==> config.mk <==
export PLATFORM = sky130hd
export DESIGN_NAME = gray_burst_ctrl
export DESIGN_NICKNAME = d
export VERILOG_FILES = /design/src/rtl/gray_burst_ctrl.sv
export SDC_FILE = /design/constraint.sdc
export NUM_CORES = 1
export LEC_CHECK = 0
export BUFFER_PORTS_ARGS = -buffer_cell sky130_fd_sc_hd__buf_2
export CORE_MARGIN = 2
export CORE_UTILIZATION = 55
export CTS_CLUSTER_SIZE = 24
export DETAILED_ROUTE_END_ITERATION = 12
export PLACE_DENSITY_LB_ADDON = 0.08
export SLEW_MARGIN = 25
export SYNTH_ARGS = -nofsm -noshare
export SYNTH_HDL_FRONTEND = slang
export SYNTH_SLANG_ARGS = --single-unit
export TNS_END_PERCENT = 1
==> constraint.sdc <==
create_clock -name clk -period 6.5 [get_ports clk]
set_input_delay 0.65 -clock clk [delete_from_list [all_inputs] [get_ports clk]]
set_output_delay 0.65 -clock clk [all_outputs]
set_load 0.005 [all_outputs]
==> src/rtl/gray_burst_ctrl.sv <==
// rtl/gray_burst_ctrl.sv - round-robin burst scheduler driving a shared Gray-code counter
//
// Ports:
//   clk    rising-edge clock
//   reset  asynchronous active-high reset
//   req    per-requester level request, held until the matching done
//   len0   burst length for requester 0, sampled at grant
//   len1   burst length for requester 1, sampled at grant
//   gnt    one-hot registered grant, 00 when idle
//   done   one-cycle pulse to the owner in the burst-end cycle
//   busy   high whenever the scheduler is not idle
//   en     counter enable, high exactly in RUN cycles
//   q      registered Gray count of the persistent binary counter
module gray_burst_ctrl #(
    parameter int WIDTH = 32,
    parameter int LENW  = 16
) (
    input  logic             clk,
    input  logic             reset,
    input  logic [1:0]       req,
    input  logic [LENW-1:0]  len0,
    input  logic [LENW-1:0]  len1,
    output logic [1:0]       gnt,
    output logic [1:0]       done,
    output logic             busy,
    output logic             en,
    output logic [WIDTH-1:0] q
);

    typedef enum logic [1:0] {
        S_IDLE = 2'd0,
        S_RUN  = 2'd1,
        S_DONE = 2'd2
    } state_t;

    state_t           state, state_nx;
    logic [WIDTH-1:0] bin, bin_nx;
    logic [LENW-1:0]  rem, rem_nx;
    logic             ptr, ptr_nx;
    logic [1:0]       gnt_nx, done_nx;
    logic             winner;
    logic [LENW-1:0]  win_len;

    always_comb begin
        state_nx = state;
        bin_nx   = bin;
        rem_nx   = rem;
        ptr_nx   = ptr;
        gnt_nx   = gnt;
        done_nx  = 2'b00;
        // With both requests pending the pointer decides; otherwise the lone requester wins.
        winner   = (req == 2'b11) ? ptr : req[1];
        win_len  = winner ? len1 : len0;
        case (state)
            S_IDLE: begin
                if (req != 2'b00) begin
                    gnt_nx = winner ? 2'b10 : 2'b01;
                    rem_nx = win_len;
                    if (win_len != '0) begin
                        state_nx = S_RUN;
                    end else begin
                        // Zero-length burst skips RUN; done lines up with the DONE cycle.
                        state_nx = S_DONE;
                        done_nx  = gnt_nx;
                    end
                end
            end
            S_RUN: begin
                bin_nx = bin + WIDTH'(1);
                rem_nx = rem - LENW'(1);
                if (rem == LENW'(1)) begin
                    state_nx = S_DONE;
                    done_nx  = gnt;
                end
            end
            S_DONE: begin
                state_nx = S_IDLE;
                gnt_nx   = 2'b00;
                // Prefer the requester that was not just served.
                ptr_nx   = gnt[0];
            end
            default: begin
                state_nx = S_IDLE;
                gnt_nx   = 2'b00;
            end
        endcase
    end

    always_ff @(posedge clk or posedge reset) begin
        if (reset) begin
            state <= S_IDLE;
            bin   <= '0;
            q     <= '0;
            rem   <= '0;
            ptr   <= 1'b0;
            gnt   <= 2'b00;
            done  <= 2'b00;
            busy  <= 1'b0;
        end else begin
            state <= state_nx;
            bin   <= bin_nx;
            // q is the Gray image of the next binary value, so it tracks bin with no extra lag.
            q     <= bin_nx ^ (bin_nx >> 1);
            rem   <= rem_nx;
            ptr   <= ptr_nx;
            gnt   <= gnt_nx;
            done  <= done_nx;
            busy  <= (state_nx != S_IDLE);
        end
    end

    assign en = (state == S_RUN);

endmodule
==> metrics.txt, run 1 <==
HPWL after detailed placement=6840 um; Hold Slack=0.475 ns; worst slew pin tran=0.924 ns; status=completed; clock buffer depth=2; DP Area=4860 um2; number of setup buffers added after CTS=0; critical path arrival=approximately 2.0 ns; CTS resizes=0; row cnt=32; largest net degree at the start of global routing=88; Total Die Area=8720 um2; reg-to-reg startpoint=state[1]$_DFF_PP0_; Clock Root Buffer=clkbuf_8; post-route clock period utilization=0.404; syn nets=477; # DRC=0; Ports=74; sequential area share after synthesis=0.495; fmax=~380 MHz; worst min path class=in -> async; Clock transition at path regs=0.08 ns; R2R cell count=5; global-route wire length before repair=16,300 um; non-filler cells, final=614; Area growth, synth to finish=14.7%; ys async rst share=1.00; Crit Path Class=reg -> out; total number of vias=~3,500; Core Area=approximately 7700 um2; Crit-path slowest cell=inv_1; Setup crit start=state[1]$_DFF_PP0_; final setup fails=0; Leak=approximately 0.0025 uW; Final nets=547; post-synthesis register bit count=87; Post-Syn Area=around 4400 um2; die width=roughly 93 um; clock skew=slightly above 0.008 ns; RR Endpoint=q[18]$_DFF_PP0_; routed length per instance=15.5 um; vias per inst=around 5.7; CTS tree=done; Port-buffer cells=73; Initial DRT Pass Iterations=5; Startpoint Class=flip-flop; starting density of the core=0.569; Syn Area/Cell=10.0 um2; Slew HR=0.382; CP Data Required Time=5.85 ns; clk sinks=87; final hold vios=0; cells after synthesis=438; RD Place Congestion=0.958; max-cap violations=0; Clock Latency Late Sink=0.35 ns; CP max FO=16; fin area=between 5000 and 6000 um2; antenna viol nets, final=0; reg2reg setup slack=4.10 ns; vias in the first global route=3,396; Initial DRC Count=~250; Yosys cell types=60; H-tree levels=3; layout cells sized above 1=0.207; min Tclk post-route=2.63 ns; Critical Path Max Stage Delay=approximately 0.50 ns; Worst VDD drop=130 uV; Num CTS Buffers=9; placed cell count=between 500 and 600; CTS Hold Buffers Added=0; yosys warns=0; final wirelength=between 9000 and 10,000 um; Tot GR Track Use=0.235; crit-path cells=nand2b_1, inv_1, buf_2; crit end category=primary output; pwr dens=slightly below 300 nW/um2; ys flop type=dfrtp_1; antenna cells=0; number of flops mapped to enable cells by yosys=0; RSZ-0062 raised after global routing=false; grt ovf=0; initial antenna violation count=0; Total Neg Setup Slack=0 ns; Slew Viols, Final=0; Die Ht=93.4 um
[worst max path at each step]
stage / to / slack [ns] / cells past startpoint
after global placement: q[18]$_DFF_PP0_ / 4.14 / 5
after global routing: en / 3.73 / 3
final: en / 3.87 / 3
after CTS: en / 3.90 / 3
after detailed placement: q[18]$_DFF_PP0_ / 4.09 / 5
after floorplan: bin[0]$_DFF_PP0_ / 3.60 / 1
[Yosys cell counts, types with 3 or more instances]
cell	n	share of area
a221oi_1	3	0.0060
mux2_2	3	0.0077
a31oi_1	6	0.0085
nand4_1	10	0.014
nand2_1	41	0.035
mux2i_1	8	0.018
clkbuf_1	16	0.014
ha_1	3	0.0085
o2bb2ai_1	3	0.0060
a21boi_0	3	0.0051
nor2_1	20	0.017
nor3_1	13	0.015
o21ai_0	8	0.0091
dfrtp_1	87	0.50
nand3_1	16	0.018
inv_1	32	0.027
and2_1	3	0.0043
a21oi_1	17	0.019
nor4_1	16	0.023
or3_1	3	0.0043
a41oi_1	3	0.0060
xor2_1	31	0.062
and3_1	11	0.016
xnor2_1	31	0.062
or4_1	4	0.0068
a311oi_1	3	0.0060
a211oi_1	3	0.0051
[power breakdown]
group / internal (uW) / switching, uW
registers: 638 / 95.5
logic: 162 / 213
clock network: 176 / 183
[metal layers]
layer / vias to the layer above / routed length (um) / global-route usage
met5: - / 0 / 0
met4: 0 / 97 / 0.0625
met3: 16 / 570 / 0.0475
met2: 128 / 4380 / 0.355
met1: 1702 / 4440 / 0.346
li1: 1680 / - / -
[area by class of cell]
type                    count  area [um2]
flip-flops and latches     87        2180
clock buffers              12         135
fillers                   638        2690
repair buffers             77         399
clock inverters             3        45.0
multi-input cells         300        2030
well taps                 102         128
inverters                  33         125
[flip-flops by register name, summed over array words and instances, names as in the netlist]
register	cells
gnt	2
q	31
busy	1
bin	32
rem	16
state	2
ptr	1
done	2
[kinds of logic after synthesis]
| kind of cell | after synthesis | synth area share |
|---|---|---|
| adders and majority gates | 3 | 0.00854 |
| muxes | 11 | 0.0259 |
| xor gates and xnor gates | 63 | 0.127 |
| and+or+nand+nor | 155 | 0.191 |
| buffers and inverters | 51 | 0.0447 |
| DFF | 87 | 0.495 |
| AOI/OAI and AO/OA | 68 | 0.107 |
[cell usage in the layout (no fill, tap or decap), types with 6 or more instances in the layout]
cell	count
a31oi_1	6
and3_1	11
nor2_1	20
clkbuf_8	9
mux2i_1	8
o21ai_0	8
xor2_1	31
nand3_1	16
buf_2	73
nor3_1	11
a21oi_1	17
dfrtp_1	87
inv_1	31
xnor2_1	31
nor4_1	16
nand2_1	41
nand4_1	10
[through the flow]
step	power, uW	util	setup slack, ns
after floorplan	990	-	3.60
after global placement	1110	0.628	4.14
after detailed placement	1120	0.628	4.09
after CTS	1480	0.652	3.90
after global routing	1570	0.652	3.73
final	1470	0.652	3.87
[worst max-delay path: cells and delay by family, from the launching register on]
kind	cells	cell delay, ns
simple gates	1	0.42
buf+inv	2	0.71
flops	1	0.49
Note: power is estimated with default switching activity, not from simulation.
==> run 2: changes to the inputs <==
Clock period 6.5 ns to 2.5 ns, I/O delays scaled along.
==> run 2 against run 1 <==
Register-to-register slack got worse by 3.8 ns. Via count about the same. Sequential share of layout area decreased by 0.83 points. Die area unchanged. Worst setup slack got worse by 3.5 ns. Critical endpoint is now q[22]$_DFF_PP0_. Largest cell class unchanged.
==> metrics.txt, run 2 (synthesis gave the netlist of run 1 again) <==
DP Area=4960 um2 (was 4860 um2); switch share=0.345 (was 0.335); CTS Hold Buffers Added=0 (unchanged); largest net degree at the start of global routing=35 (was 88); Hold Slack=0.00658 ns (was 0.475 ns); Clock transition at path regs=0.09 ns (was 0.08 ns); number of setup buffers added after CTS=0 (unchanged); clock power share=0.239 (was 0.245); grt ovf=0 (unchanged); Regs by FF count=bin x32, q x31, rem x16 (unchanged); Clock Root Buffer=clkbuf_8 (unchanged); clk sinks=87 (unchanged); vias per inst=5.62 (was 5.74); multi-input logic area=2020 um2 (was 2030 um2); Initial DRC Count=189 (was 247); routed length per instance=15.5 um (about the same); Area growth, synth to finish=16.9% (was 14.7%); max FFs per register=32 (unchanged); Num CTS Buffers=9 (unchanged); row cnt=32 (unchanged); Startpoint Class=flip-flop (unchanged); status=completed (unchanged); starting density of the core=0.569 (unchanged); crit end category=flip-flop (was primary output); Reg area=2180 um2 (unchanged); Internal=2500 uW (was 976 uW); initial antenna violation count=0 (unchanged); Comb pwr share=0.262 (was 0.255); Die Ht=93.4 um (unchanged); final hold vios=0 (unchanged); most common cell after layout, fill and taps aside=dfrtp_1 (unchanged); Clock Latency Late Sink=0.36 ns (was 0.35 ns); NetSw=1310 uW (was 492 uW); Slew Viols, Final=0 (unchanged); Crit Path Class=reg -> reg (was reg -> out); final setup fails=0 (unchanged); total design power=3810 uW (was 1470 uW); # DRC=0 (unchanged); RSZ-0062 raised after global routing=false (unchanged); die width=93.4 um (unchanged); Biggest register=bin (unchanged); critical path arrival=2.41 ns (was 1.98 ns); total number of vias=3,525 (was 3,526); clock skew=0.00681 ns (was 0.00824 ns); post-route clock period utilization=0.866; CP Data Required Time=2.74 ns (was 5.85 ns); Leak=0.00256 uW (was 0.00248 uW); Seq pwr share=0.499 (was 0.500); HPWL after detailed placement=7160 um (was 6840 um); antenna viol nets, final=0 (unchanged); reg-to-reg startpoint=bin[7]$_DFF_PP0_ (was state[1]$_DFF_PP0_); worst slew pin tran=0.734 ns (was 0.924 ns); Total Neg Setup Slack=0 ns (unchanged); Tot GR Track Use=0.240 (was 0.235); final wirelength=9700 um (was 9490 um); global-route wire length before repair=16,600 um (was 16,300 um); Fillers=635 (was 638); vias in the first global route=3,465 (was 3,396); Final nets=560 (was 547); Total Die Area=8720 um2 (unchanged); fin area=5140 um2 (was 5040 um2); antenna cells=0 (unchanged); Initial DRT Pass Iterations=4 (was 5); Setup crit start=bin[7]$_DFF_PP0_ (was state[1]$_DFF_PP0_); layout cells sized above 1=0.229 (was 0.207); fmax=462 MHz; H-tree levels=3 (unchanged); min Tclk post-route=2.17 ns; RD Place Congestion=0.904 (was 0.958); CTS resizes=0 (unchanged); Core Area=7730 um2 (unchanged); CTS tree=done (unchanged); Slew HR=0.510 (was 0.382); Worst VDD drop=395 uV (was 130 uV); max-cap violations=0 (unchanged); most frequent cells in the layout=dfrtp_1 (87), buf_2 (73), nand2_1 (41) (unchanged); Port-buffer cells=73 (unchanged); worst min path class=in -> async (unchanged); pwr dens=741 nW/um2 (was 291 nW/um2); CP max FO=6 (was 16); clock buffer depth=2 (unchanged); Ports=74 (unchanged)
==> run 2: metrics by stage <==
stage / utilization / setup WS [ns] / std cells
after global placement: 0.642 / 0.380 / 612
after CTS: 0.665 / 0.320 / 627
after detailed placement: 0.642 / 0.343 / 612
final: 0.665 / 0.335 / 627
after global routing: 0.665 / 0.165 / 627
after floorplan: - / 0.440 / 438
==> run 2: critical path: stages (launching register included) <==
cell     delay, ns
dfrtp_1       0.44
nand4_2       0.19
or4_4         0.58
or4_4         0.54
xor2_2        0.18
xnor2_1       0.13
==> run 2: power groups by stage <==
stage               registers (uW)  clock network, uW  logic, uW
floorplan                     1860                  0        715
global placement              1910                  0        980
detailed placement            1920                  0       1000
CTS                           1900                929       1010
global route                  1940                987       1140
finish                        1900                910        998
==> run 2: area by class of cell <==
class / count / area share
multi-input combinational: 300 / 0.393
inverter: 33 / 0.0248
clock buffer: 10 / 0.0268
sequential: 87 / 0.424
timing repair buffer: 90 / 0.0983
clock inverter: 5 / 0.00828
tap: 102 / 0.0248
==> run 2: path summary, 6_finish.rpt <==
kind | cells after the start | to | slack, ns
setup / recovery | 5 | q[22]$_DFF_PP0_ | 0.33
setup reg to reg | 5 | q[22]$_DFF_PP0_ | 0.33
hold reg to reg | 1 | q[30]$_DFF_PP0_ | 0.51
max in group asynchronous | 3 | bin[17]$_DFF_PP0_ | 1.80
hold / removal | 2 | bin[2]$_DFF_PP0_ | 0.007
min in group clk | 3 | rem[11]$_DFFE_PP0P_ | 0.15
==> run 2: layer usage <==
metal | track usage | wire, um | vias to the layer above | share of wire
li1 | - | - | 1714 | -
met1 | 0.348 | 4580 | 1710 | 0.47
met2 | 0.365 | 4460 | 90 | 0.46
met3 | 0.0556 | 552 | 11 | 0.057
met4 | 0.0686 | 106 | 0 | 0.011
met5 | 0 | 0 | - | 0
==> run 3: changes to the inputs <==
Settings changed: PLACE_DENSITY set to 0.78, PLACE_DENSITY_LB_ADDON 0.08 to unset.
==> run 3 against run 2 <==
The run now ends with hold timing left. First-iteration DRC count up 8.5%. Design area about the same. Non-clock buffer count down 4. Largest cell class unchanged.
==> metrics.txt, run 3 (synthesis gave the netlist of run 1 again) <==
most frequent cells in the layout=dfrtp_1 (87), buf_2 (73), nand2_1 (41) (unchanged); clk sinks=87 (unchanged); Die Ht=93.4 um (unchanged); Fillers=597 (was 635); final hold vios=27 (was 0); failing checks=hold timing; Total Neg Setup Slack=0 ns (unchanged); status=finished, violations left (was completed); Initial DRC Count=205 (was 189); Num CTS Buffers=9 (unchanged); final wirelength=9590 um (was 9700 um); Clock Latency Late Sink=0.37 ns (was 0.36 ns); initial antenna violation count=0 (unchanged); pwr dens=762 nW/um2 (was 741 nW/um2); starting density of the core=0.569 (unchanged); Final nets=556 (was 560); layout cells sized above 1=0.224 (was 0.229); HPWL after detailed placement=6940 um (was 7160 um); CP max FO=13 (was 6); worst min path class=in -> async (unchanged); Total Die Area=8720 um2 (unchanged); grt ovf=0 (unchanged); vias in the first global route=3,515 (was 3,465); Regs by FF count=bin x32, q x31, rem x16 (unchanged); CP Data Required Time=2.78 ns (was 2.74 ns); Ports=74 (unchanged); RR Endpoint=q[6]$_DFF_PP0_ (was q[22]$_DFF_PP0_); Slew Viols, Final=0 (unchanged); total design power=3910 uW (was 3810 uW); Worst VDD drop=361 uV (was 395 uV); multi-input logic area=2020 um2 (unchanged); fmax=438 MHz (was 462 MHz); clock power share=0.260 (was 0.239); Tot GR Track Use=0.239 (was 0.240); max FFs per register=32 (unchanged); Port-buffer cells=73 (unchanged); Core Area=7730 um2 (unchanged); Comb pwr share=0.252 (was 0.262); clock skew=0.00864 ns (was 0.00681 ns); Hold Slack=-0.00632 ns (was 0.00658 ns); post-route clock period utilization=0.914 (was 0.866); Startpoint Class=flip-flop (unchanged); row cnt=32 (unchanged); R2R cell count=6 (was 5); die width=93.4 um (unchanged); # DRC=0 (unchanged); antenna cells=0 (unchanged); antenna viol nets, final=0 (unchanged); total number of vias=3,531 (was 3,525); H-tree levels=3 (unchanged); max-cap violations=0 (unchanged); Reg area=2180 um2 (unchanged); clock buffer depth=2 (unchanged); Leak=0.00253 uW (was 0.00256 uW); reg-to-reg startpoint=state[1]$_DFF_PP0_ (was bin[7]$_DFF_PP0_); most common cell after layout, fill and taps aside=dfrtp_1 (unchanged); Internal=2570 uW (was 2500 uW); Clock transition at path regs=0.09 ns (about the same); routed length per instance=15.4 um (was 15.5 um); Initial DRT Pass Iterations=5 (was 4); vias per inst=5.66 (was 5.62); RSZ-0062 raised after global routing=false (unchanged); Seq pwr share=0.488 (was 0.499); CTS tree=done (unchanged); final setup fails=0 (unchanged); NetSw=1350 uW (was 1310 uW); CTS resizes=0 (unchanged); Slew HR=0.580 (was 0.510); global-route wire length before repair=16,500 um (was 16,600 um); RD Place Congestion=0.937 (was 0.904); crit end category=flip-flop (unchanged); Area growth, synth to finish=16.8% (was 16.9%); largest net degree at the start of global routing=88 (was 35); reg2reg setup slack=0.21 ns (was 0.33 ns); min Tclk post-route=2.29 ns (was 2.17 ns); Biggest register=bin (unchanged); Clock Root Buffer=clkbuf_8 (unchanged); number of setup buffers added after CTS=0 (unchanged); worst slew pin tran=0.625 ns (was 0.734 ns); Crit Path Class=reg -> reg (unchanged); CTS Hold Buffers Added=0 (unchanged); switch share=0.344 (was 0.345); critical path arrival=2.57 ns (was 2.41 ns)
[run 3: cell types whose count changed in the layout (fill, tap and decap cells not counted), sizes merged]
cell and delta:
bufinv +1, clkinvlp +3, buf -4, clkinv -2
clkbuf -1
[run 3: final cells by class]
type	instances	area share
multi-input cells	300	0.394
inverters	33	0.0249
well taps	102	0.0249
repair buffers	86	0.0926
flip-flops and latches	87	0.424
clock inverters	7	0.0158
clock buffers	9	0.0241
[run 3: worst max-delay path, stage by stage, from the launching register on]
cell      delay (ns)
dfrtp_1         0.52
nand2b_1        0.49
inv_1           0.21
and3_1          0.27
nand4_1         0.11
xor2_1          0.39
xnor2_1         0.20
[run 3: metal layers]
metal / vias to the layer above / share of wire / track usage
met3: 15 / 0.055 / 0.0500
met1: 1691 / 0.46 / 0.338
met4: 0 / 0.014 / 0.0870
met2: 123 / 0.47 / 0.366
li1: 1702 / - / -
met5: - / 0 / 0
[run 3: metrics by stage]
stage / cells / instance area, um2 / hold slack [ns] / setup WS, ns / util
detailed placement: 608 / 4930 / 0.419 / 0.306 / 0.638
global placement: 608 / 4930 / 0.408 / 0.318 / 0.638
finish: 624 / 5130 / -0.00632 / 0.215 / 0.665
CTS: 624 / 5130 / 0.0234 / 0.259 / 0.665
floorplan: 438 / 4400 / 0.395 / 0.440 / -
global route: 624 / 5130 / 0.0371 / 0.0132 / 0.665
[run 3: power by group through the flow]
stage          combinational [uW]  clock (uW)  sequential [uW]
2_1_floorplan                 715           0             1860
3_3_place_gp                  950           0             1920
3_5_place_dp                  987           0             1930
4_1_cts                       994        1030             1900
5_1_grt                      1110        1090             1950
6_report                      987        1020             1910
[run 3: how the worst max path moves through the flow]
stage	end	startpoint	depth (start not counted)	slack, ns
after global routing	q[6]$_DFF_PP0_	state[1]$_DFF_PP0_	6	0.01
after floorplan	q[22]$_DFF_PP0_	bin[15]$_DFF_PP0_	6	0.44
final	q[6]$_DFF_PP0_	state[1]$_DFF_PP0_	6	0.21
after detailed placement	q[5]$_DFF_PP0_	state[1]$_DFF_PP0_	6	0.31
after CTS	q[6]$_DFF_PP0_	state[1]$_DFF_PP0_	6	0.26
after global placement	q[5]$_DFF_PP0_	state[1]$_DFF_PP0_	6	0.32
